$ cat src/rtl/i2c_master_arbiter.sv
// ---------------------------------------------------------------------------
// i2c_master_arbiter
//
// Round-robin arbiter that lets NUM_REQ requesters share one I2C master
// command port. One transaction is in flight at a time: the winner's command
// is captured, issued with a single start_trans_o pulse, and held on the
// command outputs until the master drops busy_i again.
//
// Optional feature (build macro I2C_ARB_TIMEOUT_EN): a watchdog aborts a
// transaction that has spent TIMEOUT_CYCLES cycles in WAIT_BUSY/WAIT_DONE.
// It then finishes with done_o and error_o. Without the macro there is no
// counter, the wait states wait forever, and error_o is tied low.
//
// Ports
//   clk_i, rst_i            system clock, async active-high reset
//   req_i                   per-requester request level
//   req_read_i              per-requester 1=read / 0=write
//   req_dev_addr_i          packed device addresses, requester k at slice k
//   req_dev_reg_addr_i      packed register addresses
//   req_wr_data_i           packed write data
//   ack_o                   1-cycle pulse, command of requester k captured
//   done_o                  1-cycle pulse, transaction of requester k finished
//   read_data_o             read data, valid with done_o, held until next read
//   error_o                 1-cycle pulse with done_o on a watchdog abort
//   start_trans_o, read_o, dev_addr_o, dev_reg_addr_o, wr_data_o
//                           command port to the I2C master
//   read_data_i, busy_i     status from the I2C master
//
// state     | meaning
// ----------+---------------------------------------------------------
// IDLE      | waiting for a request while the master is not busy
// ISSUE     | start_trans_o/ack_o high for one cycle, command on outputs
// WAIT_BUSY | waiting for the master to raise busy_i
// WAIT_DONE | waiting for busy_i to fall, then capture read data
// DONE      | done_o pulse to the owner, back to IDLE
// ---------------------------------------------------------------------------
module i2c_master_arbiter #(
    parameter int NUM_REQ            = 4,
    parameter int DEV_ADDR_WIDTH     = 7,
    parameter int DEV_REG_ADDR_WIDTH = 8,
    parameter int DATA_WIDTH         = 8,
    parameter int TIMEOUT_CYCLES     = 65535
) (
    input  logic                                   clk_i,
    input  logic                                   rst_i,
    input  logic [NUM_REQ-1:0]                     req_i,
    input  logic [NUM_REQ-1:0]                     req_read_i,
    input  logic [NUM_REQ*DEV_ADDR_WIDTH-1:0]      req_dev_addr_i,
    input  logic [NUM_REQ*DEV_REG_ADDR_WIDTH-1:0]  req_dev_reg_addr_i,
    input  logic [NUM_REQ*DATA_WIDTH-1:0]          req_wr_data_i,
    output logic [NUM_REQ-1:0]                     ack_o,
    output logic [NUM_REQ-1:0]                     done_o,
    output logic [DATA_WIDTH-1:0]                  read_data_o,
    output logic                                   error_o,
    output logic                                   start_trans_o,
    output logic                                   read_o,
    output logic [DEV_ADDR_WIDTH-1:0]              dev_addr_o,
    output logic [DEV_REG_ADDR_WIDTH-1:0]          dev_reg_addr_o,
    output logic [DATA_WIDTH-1:0]                  wr_data_o,
    input  logic [DATA_WIDTH-1:0]                  read_data_i,
    input  logic                                   busy_i
);

    localparam int PTR_W = (NUM_REQ > 1) ? $clog2(NUM_REQ) : 1;

    localparam logic [2:0] S_IDLE      = 3'd0;
    localparam logic [2:0] S_ISSUE     = 3'd1;
    localparam logic [2:0] S_WAIT_BUSY = 3'd2;
    localparam logic [2:0] S_WAIT_DONE = 3'd3;
    localparam logic [2:0] S_DONE      = 3'd4;

    logic [2:0]         state;
    logic [PTR_W-1:0]   ptr;
    logic [NUM_REQ-1:0] owner;

    // Round-robin pick: first requester at or above the pointer, otherwise
    // the lowest-numbered one (wrap-around).
    logic                          sel_found;
    int                            sel_k;
    logic [NUM_REQ-1:0]            sel_oh;
    logic                          sel_read;
    logic [DEV_ADDR_WIDTH-1:0]     sel_dev;
    logic [DEV_REG_ADDR_WIDTH-1:0] sel_reg;
    logic [DATA_WIDTH-1:0]         sel_wr;
    logic [PTR_W-1:0]              sel_next_ptr;

    always_comb begin
        sel_found    = 1'b0;
        sel_k        = 0;
        sel_oh       = '0;
        sel_read     = 1'b0;
        sel_dev      = '0;
        sel_reg      = '0;
        sel_wr       = '0;
        sel_next_ptr = ptr;
        for (int k = 0; k < NUM_REQ; k++) begin
            if (!sel_found && req_i[k] && (PTR_W'(k) >= ptr)) begin
                sel_found = 1'b1;
                sel_k     = k;
            end
        end
        for (int k = 0; k < NUM_REQ; k++) begin
            if (!sel_found && req_i[k]) begin
                sel_found = 1'b1;
                sel_k     = k;
            end
        end
        for (int k = 0; k < NUM_REQ; k++) begin
            if (sel_found && (sel_k == k)) begin
                sel_oh[k]    = 1'b1;
                sel_read     = req_read_i[k];
                sel_dev      = req_dev_addr_i[k*DEV_ADDR_WIDTH +: DEV_ADDR_WIDTH];
                sel_reg      = req_dev_reg_addr_i[k*DEV_REG_ADDR_WIDTH +: DEV_REG_ADDR_WIDTH];
                sel_wr       = req_wr_data_i[k*DATA_WIDTH +: DATA_WIDTH];
                sel_next_ptr = (k == NUM_REQ - 1) ? '0 : PTR_W'(k + 1);
            end
        end
    end

`ifdef I2C_ARB_TIMEOUT_EN
    localparam int TO_W = (TIMEOUT_CYCLES > 1) ? $clog2(TIMEOUT_CYCLES) : 1;

    // Down-counter loaded on the way into WAIT_BUSY; hitting zero on the
    // last allowed wait cycle means the watchdog has expired.
    logic [TO_W-1:0] to_cnt;
    logic            to_hit;

    assign to_hit = (to_cnt == '0);
`endif

    always_ff @(posedge clk_i or posedge rst_i) begin
        if (rst_i) begin
            state          <= S_IDLE;
            ptr            <= '0;
            owner          <= '0;
            ack_o          <= '0;
            done_o         <= '0;
            read_data_o    <= '0;
            start_trans_o  <= 1'b0;
            read_o         <= 1'b0;
            dev_addr_o     <= '0;
            dev_reg_addr_o <= '0;
            wr_data_o      <= '0;
`ifdef I2C_ARB_TIMEOUT_EN
            error_o        <= 1'b0;
            to_cnt         <= '0;
`endif
        end else begin
            case (state)
                S_IDLE: begin
                    done_o <= '0;
`ifdef I2C_ARB_TIMEOUT_EN
                    error_o <= 1'b0;
`endif
                    if (!busy_i && sel_found) begin
                        state          <= S_ISSUE;
                        ptr            <= sel_next_ptr;
                        owner          <= sel_oh;
                        ack_o          <= sel_oh;
                        start_trans_o  <= 1'b1;
                        read_o         <= sel_read;
                        dev_addr_o     <= sel_dev;
                        dev_reg_addr_o <= sel_reg;
                        wr_data_o      <= sel_wr;
                    end
                end
                S_ISSUE: begin
                    ack_o         <= '0;
                    start_trans_o <= 1'b0;
                    state         <= S_WAIT_BUSY;
`ifdef I2C_ARB_TIMEOUT_EN
                    to_cnt <= TO_W'(TIMEOUT_CYCLES - 1);
`endif
                end
                S_WAIT_BUSY: begin
`ifdef I2C_ARB_TIMEOUT_EN
                    to_cnt <= to_cnt - 1'b1;
                    if (to_hit) begin
                        state   <= S_DONE;
                        done_o  <= owner;
                        error_o <= 1'b1;
                    end else if (busy_i) begin
                        state <= S_WAIT_DONE;
                    end
`else
                    if (busy_i) begin
                        state <= S_WAIT_DONE;
                    end
`endif
                end
                S_WAIT_DONE: begin
`ifdef I2C_ARB_TIMEOUT_EN
                    to_cnt <= to_cnt - 1'b1;
`endif
                    // A real completion wins over a watchdog expiring in
                    // the same cycle.
                    if (!busy_i) begin
                        state  <= S_DONE;
                        done_o <= owner;
                        if (read_o) begin
                            read_data_o <= read_data_i;
                        end
`ifdef I2C_ARB_TIMEOUT_EN
                    end else if (to_hit) begin
                        state   <= S_DONE;
                        done_o  <= owner;
                        error_o <= 1'b1;
`endif
                    end
                end
                S_DONE: begin
                    done_o <= '0;
`ifdef I2C_ARB_TIMEOUT_EN
                    error_o <= 1'b0;
`endif
                    state  <= S_IDLE;
                end
                default: begin
                    state <= S_IDLE;
                end
            endcase
        end
    end

`ifndef I2C_ARB_TIMEOUT_EN
    assign error_o = 1'b0;
`endif

endmodule

$ cat config.mk
export PLATFORM = sky130hd
export DESIGN_NAME = i2c_master_arbiter
export DESIGN_NICKNAME = d
export VERILOG_FILES = /design/src/rtl/i2c_master_arbiter.sv
export SDC_FILE = /design/constraint.sdc
export NUM_CORES = 1
export LEC_CHECK = 0
export ABC_AREA = 0
export ABC_CLOCK_PERIOD_IN_PS = 1650
export CAP_MARGIN = 20
export CORE_ASPECT_RATIO = 1.1
export CORE_UTILIZATION = 35
export CTS_CLUSTER_SIZE = 12
export DETAILED_ROUTE_END_ITERATION = 7
export HOLD_SLACK_MARGIN = 0.15
export PLACE_DENSITY_LB_ADDON = 0.3
export SYNTH_ARGS = -nofsm -noshare
export SYNTH_HDL_FRONTEND = slang
export SYNTH_SLANG_ARGS = --single-unit
$ cat constraint.sdc
create_clock -name clk_i -period 1.65 [get_ports clk_i]
set_input_delay 0.33 -clock clk_i [delete_from_list [all_inputs] [get_ports clk_i]]
set_output_delay 0.33 -clock clk_i [all_outputs]
set_load 0.02 [all_outputs]
; Word level (Yosys, flattened, before mapping)
; Cells that the tools add are included.
[totals]
output_inout_bits = 42
reg_bits = 50
elab_cells = 111
in_bits = 111
[classes]
order_cmp = 4
bitwise = 1
n_eq_ne = 10
muxes = 49
reduce_logical = 36
[op_table]
columns = cell, count
row1 = 32-bit two-way mux, 6
row2 = "32-bit by 3-bit equality test with 1-bit output, second input constant", 2
row3 = 8-bit two-way mux, 8
row4 = "32-bit by 2-bit equality test with 1-bit output, second input constant", 1
row5 = 32-bit logical NOT, 1
row6 = 7-bit two-way mux, 4
row7 = 1-bit two-way mux, 18
row8 = 1-bit logical AND, 16
row9 = 4-bit one-hot mux with 2 select lines, 2
row10 = 3-bit one-hot mux with 4 select lines, 1
row11 = 3-bit two-way mux, 3
row12 = 3-bit AND reduction, 3
row13 = 1-bit logical NOT, 8
row14 = 2-bit two-way mux, 4
row15 = 4-bit two-way mux, 2
row16 = "3-bit by 2-bit equality test with 1-bit output, second input constant", 2
row17 = "2-bit inequality test, second input constant", 3
row18 = 2-bit AND reduction, 3
row19 = "1-bit by 2-bit >= comparator with 1-bit output, first input constant", 2
row20 = "2-bit >= comparator, first input constant", 2
row21 = 2-bit nonzero test, 2
row22 = 4-bit nonzero test, 1
row23 = "3-bit by 1-bit equality test with 1-bit output, second input constant", 1
row24 = "3-bit equality test, second input constant", 1
row25 = 4 further kinds, 4

; Depth between registers and ports, before layout
[logic_depth]
depth_word = 33
depth_mapped = 9
depth_no_buf = 5

; Least setup slack after synthesis
; Ideal clock, no wire load.
[synth_timing]
path_kind = reg-to-reg
startpoint = register state[1]
endpoint = register read_o
required_ns = 1.522
path_slack_ns = -0.180
arrival_time_ns = 1.702
path_stages_with_launch = 8
path_buffers = 3
path_cell_list = dfrtp_1 > nor2_4 > or4b_1 > buf_6 > buf_6 > buf_2 > a22oi_2 > o21ai_2
[synth_between]
elab_chain_len = 2
[synth_rtl]
columns = item, line
row1 = "start, declared", 72  ; logic [2:0] state;
row2 = "start signal, assigned", 133  ; state <= S_IDLE;
row3 = "start signal, assigned", 156  ; state <= S_ISSUE;
row4 = "start signal, assigned", 170  ; state <= S_WAIT_BUSY;
row5 = 3-bit logical NOT, 149  ; case (state)
row6 = 2-bit AND reduction (no line), -
row7 = "end signal, assigned", 161  ; read_o <= sel_read;
row8 = "end, declared", 56  ; output logic read_o,
; No other way between the ends.
; A chain may end at the register's enable or synchronous reset.

; Worst setup path in the final report
[layout_timing]
startpoint = register state[0]
endpoint = register wr_data_o[5]
[layout_between]
elab_chain_len = 2
[layout_rtl]
columns = item, line
row1 = 3-bit logical NOT, 149
row2 = 2-bit AND reduction (no line), -
row3 = "end signal, assigned", 164  ; wr_data_o <= sel_wr;
row4 = "end, declared", 59  ; output logic [DATA_WIDTH-1:0] wr_data_o,
; No other way between the ends.

==> impl_metrics.sql <==
INSERT INTO impl_metrics (metric_group, metric, value, unit) VALUES
('clocking', 'cts_inserted_buffers', '5', ''),
('synthesis', 'synth.largest_area_cell', 'sky130_fd_sc_hd__dfrtp_1', ''),
('die', 'die_area', '8140', 'sq um'),
('run_status', 'run_status', 'finished, violations left', ''),
('route', 'ant_nets', '0', ''),
('synthesis', 'synth-edff-count', '0', ''),
('placed_design', 'dpl-instance-area', '4480', 'sq um'),
('critical_path', 'cp_max_fo', '6', ''),
('placed_design', 'hpwl', '6520', 'um'),
('route', 'remaining_drc_errors', '0', ''),
('sta', 'finalCritPeriodShare', '1.11', ''),
('layout', 'area.growth.synth_to_final', '79.3', '%'),
('route', 'route.met2.wl', '5040', 'um'),
('synthesis', 'ys_types', '39', ''),
('sta', 'slew_violations', '0', ''),
('grt', 'gr-usage-all-layers', '0.245', ''),
('critical_path', 'crit_path_capture_type', 'flop', ''),
('layout', 'antennaDiodeCount', '0', ''),
('die', 'core_area', '7510', 'sq um'),
('synthesis', 'ys_top_cells_by_area', 'sky130_fd_sc_hd__dfrtp_1 46%, sky130_fd_sc_hd__a22oi_2 9.2%, sky130_fd_sc_hd__a221oi_1 7.7%', ''),
('die', 'core.rowCount', '33', ''),
('route', 'wl_met3', '687', 'um'),
('synthesis', 'synth.cells.most_frequent', '50 x sky130_fd_sc_hd__dfrtp_1, 37 x sky130_fd_sc_hd__o21ai_0, 24 x sky130_fd_sc_hd__a221oi_1', ''),
('clocking', 'clock_insertion_delay_worst_skew', '0.32', 'ns'),
('die', 'starting_utilization_of_the_core_area', '0.363', ''),
('clocking', 'clock-root-buffer', 'sky130_fd_sc_hd__clkbuf_8', ''),
('sta', 'setup_slack_after_layout', '-0.187', 'ns'),
('sta', 'fin_worst_hold_slack', '0.233', 'ns'),
('route', 'vias', '2839', ''),
('pwr', 'max-vdd-ir-drop', '0.665', 'mV'),
('pwr', 'power_density', '1400', 'nW/um^2'),
('placed_design', 'port-buffer-count', '151', ''),
('sta', 'finalHoldViolations', '0', ''),
('pwr', 'pwr_total', '0.00682', 'W'),
('critical_path', 'timing.critical_path.from_type', 'flop', ''),
('synthesis', 'synth_warnings', '0', ''),
('layout', 'filler_cell_count', '599', ''),
('placed_design', 'gp_routability_congestion', '0.778', ''),
('clocking', 'ctsHtreeMaxLevel', '2', ''),
('die', 'die-height', '94.5', 'um'),
('synthesis', 'synth_flop_cell', 'sky130_fd_sc_hd__dfrtp_1', ''),
('sta', 'unrepaired_setup_endpoints_after_global_routing', 'true', ''),
('die', 'boundaryPins', '153', ''),
('placed_design', 'place_ws', '-0.735', 'ns'),
('sta', 'setup-violations-final', '34', ''),
('clocking', 'clock_tree.buffer_depth', '2', ''),
('die', 'die_w', '86.1', 'um'),
('grt', 'grt_start_max_net_pins', '42', ''),
('layout', 'finalNetCount', '536', ''),
('grt', 'grt_pass1_wl', '15000', 'um'),
('clocking', 'cts_tree', 'built', ''),
('layout', 'post-route-cell-area', '4890', 'sq um'),
('synthesis', 'cells_after_synth', '255', ''),
('sta', 'clock_skew', '0.0219', 'ns'),
('synthesis', 'synth-seq-area-share', '0.459', ''),
('critical_path', 'timing.critical_path.arrival', '2.09', 'ns'),
('critical_path', 'critPathKind', 'flop to flop', ''),
('route', 'post_drt_via_cell_ratio', '5.35', ''),
('synthesis', 'syn-mean-instance-area', '10.7', 'sq um'),
('run_status', 'violated_checks', 'setup timing', ''),
('sta', 'achievable-frequency', '545', 'MHz'),
('grt', 'globalRouteOverflowTotal', '0', ''),
('grt', 'antenna_found_initial', '0', ''),
('layout', 'multiInputGateArea', '1380', 'sq um'),
('route', 'detailedRoute.firstPassIterationCount', '4', ''),
('flow_run', 'max_cap_viol_count', '0', ''),
('critical_path', 'required_time_of_the_critical_path', '1.91', 'ns'),
('sta', 'totalNegativeSetupSlack', '-4.88', 'ns'),
('synthesis', 'synth-seq-cells', '50', ''),
('hold_path', 'holdCritPathClass', 'primary input to asynchronous set/reset pin', ''),
('grt', 'first_global_vias', '2852', '');
==> power breakdown <==
group / total, W / leakage [nW] / internal [W] / switching, W
clock network: 0.000802 / 0.0502 / 0.000316 / 0.000486
logic: 0.00393 / 1.62 / 0.00200 / 0.00193
registers: 0.00208 / 0.640 / 0.00173 / 0.000350
==> final cells by class <==
cell class                 instances  share of cell area
clock buffer                       5              0.0141
clock inverter                     3             0.00589
inverter                           4             0.00307
multi-input combinational        175               0.281
sequential                        50               0.256
tap                              105              0.0269
timing repair buffer             189               0.412
==> stage by stage <==
step / util / cells
final: 0.650 / 531
after global routing: 0.650 / 531
after CTS: 0.642 / 532
after detailed placement: 0.596 / 513
after global placement: 0.596 / 513
after floorplan: - / 255
==> cell families (layout without fill, tap and decap cells) <==
kind of cell           Yosys count  after routing  share of synthesized area
other                            1              1                    0.00138
and+or+nand+nor                 37             37                     0.0730
muxes                           16             16                     0.0634
buffers and inverters           30            201                     0.0735
AOI/OAI and AO/OA              121            121                      0.330
DFF                             50             50                      0.459
==> state kept, by name (all words and copies together), names as in the netlist <==
| register | flops |
|---|---|
| start_trans_o | 1 |
| read_o | 1 |
| state | 3 |
| dev_reg_addr_o | 8 |
| ptr | 2 |
| dev_addr_o | 7 |
| wr_data_o | 8 |
| owner | 4 |
| ack_o | 4 |
| read_data_o | 8 |
| done_o | 4 |
==> cells in the final DEF (no fill, tap or decap), types with 2 or more instances in the layout <==
master                            instances
sky130_fd_sc_hd__nor2_1                  11
sky130_fd_sc_hd__clkinv_4                 2
sky130_fd_sc_hd__nor2b_1                  4
sky130_fd_sc_hd__mux2i_1                  6
sky130_fd_sc_hd__buf_16                   2
sky130_fd_sc_hd__a221oi_2                 3
sky130_fd_sc_hd__buf_12                   7
sky130_fd_sc_hd__dlymetal6s2s_1          22
sky130_fd_sc_hd__a21oi_1                  6
sky130_fd_sc_hd__a21o_1                   3
sky130_fd_sc_hd__dlygate4sd2_1           21
sky130_fd_sc_hd__a221oi_1                21
sky130_fd_sc_hd__nand2_1                  9
sky130_fd_sc_hd__clkdlybuf4s50_1        108
sky130_fd_sc_hd__o21ai_1                 29
sky130_fd_sc_hd__dfrtp_1                 49
sky130_fd_sc_hd__o21ai_0                 16
sky130_fd_sc_hd__buf_4                   22
sky130_fd_sc_hd__buf_6                    5
sky130_fd_sc_hd__inv_1                    3
sky130_fd_sc_hd__mux2_2                  10
sky130_fd_sc_hd__a22oi_2                 24
sky130_fd_sc_hd__clkbuf_8                 5
sky130_fd_sc_hd__o21ai_2                 12
==> final timing paths <==
check                      cells after the start              to  slack, ns
min in group clk_i                             1        owner[2]       0.49
max in group asynchronous                      3          ptr[1]       0.90
setup reg to reg                               6    wr_data_o[5]      -0.19
hold reg to reg                                1        owner[2]       0.49
hold / removal                                 2  read_data_o[1]       0.23
setup / recovery                               6    wr_data_o[5]      -0.19
==> metal layers <==
metal  vias up  track usage
met3        12       0.0699
met2       120        0.426
met4         0       0.0722
met5         -            0
li1       1314            -
met1      1393        0.293
==> critical path, stage by stage, from the launching register on <==
cell and delay [ns]:
sky130_fd_sc_hd__dfrtp_1 0.42, sky130_fd_sc_hd__nor2_4 0.13, sky130_fd_sc_hd__or4b_4 0.49, sky130_fd_sc_hd__and3b_4 0.43, sky130_fd_sc_hd__clkbuf_16 0.20, sky130_fd_sc_hd__a22oi_2 0.05, sky130_fd_sc_hd__o21ai_1 0.07
==> what timing repair did <==
| action | in CTS | in global routing |
|---|---|---|
| setup endpoints to repair | 59 | 65 |
| cloned | 5 | 1 |
| resized for setup | 62 | 40 |
| pin swaps | 11 | 6 |
| buffers inserted | 6 | 1 |
(Power assumes the default switching activity.)
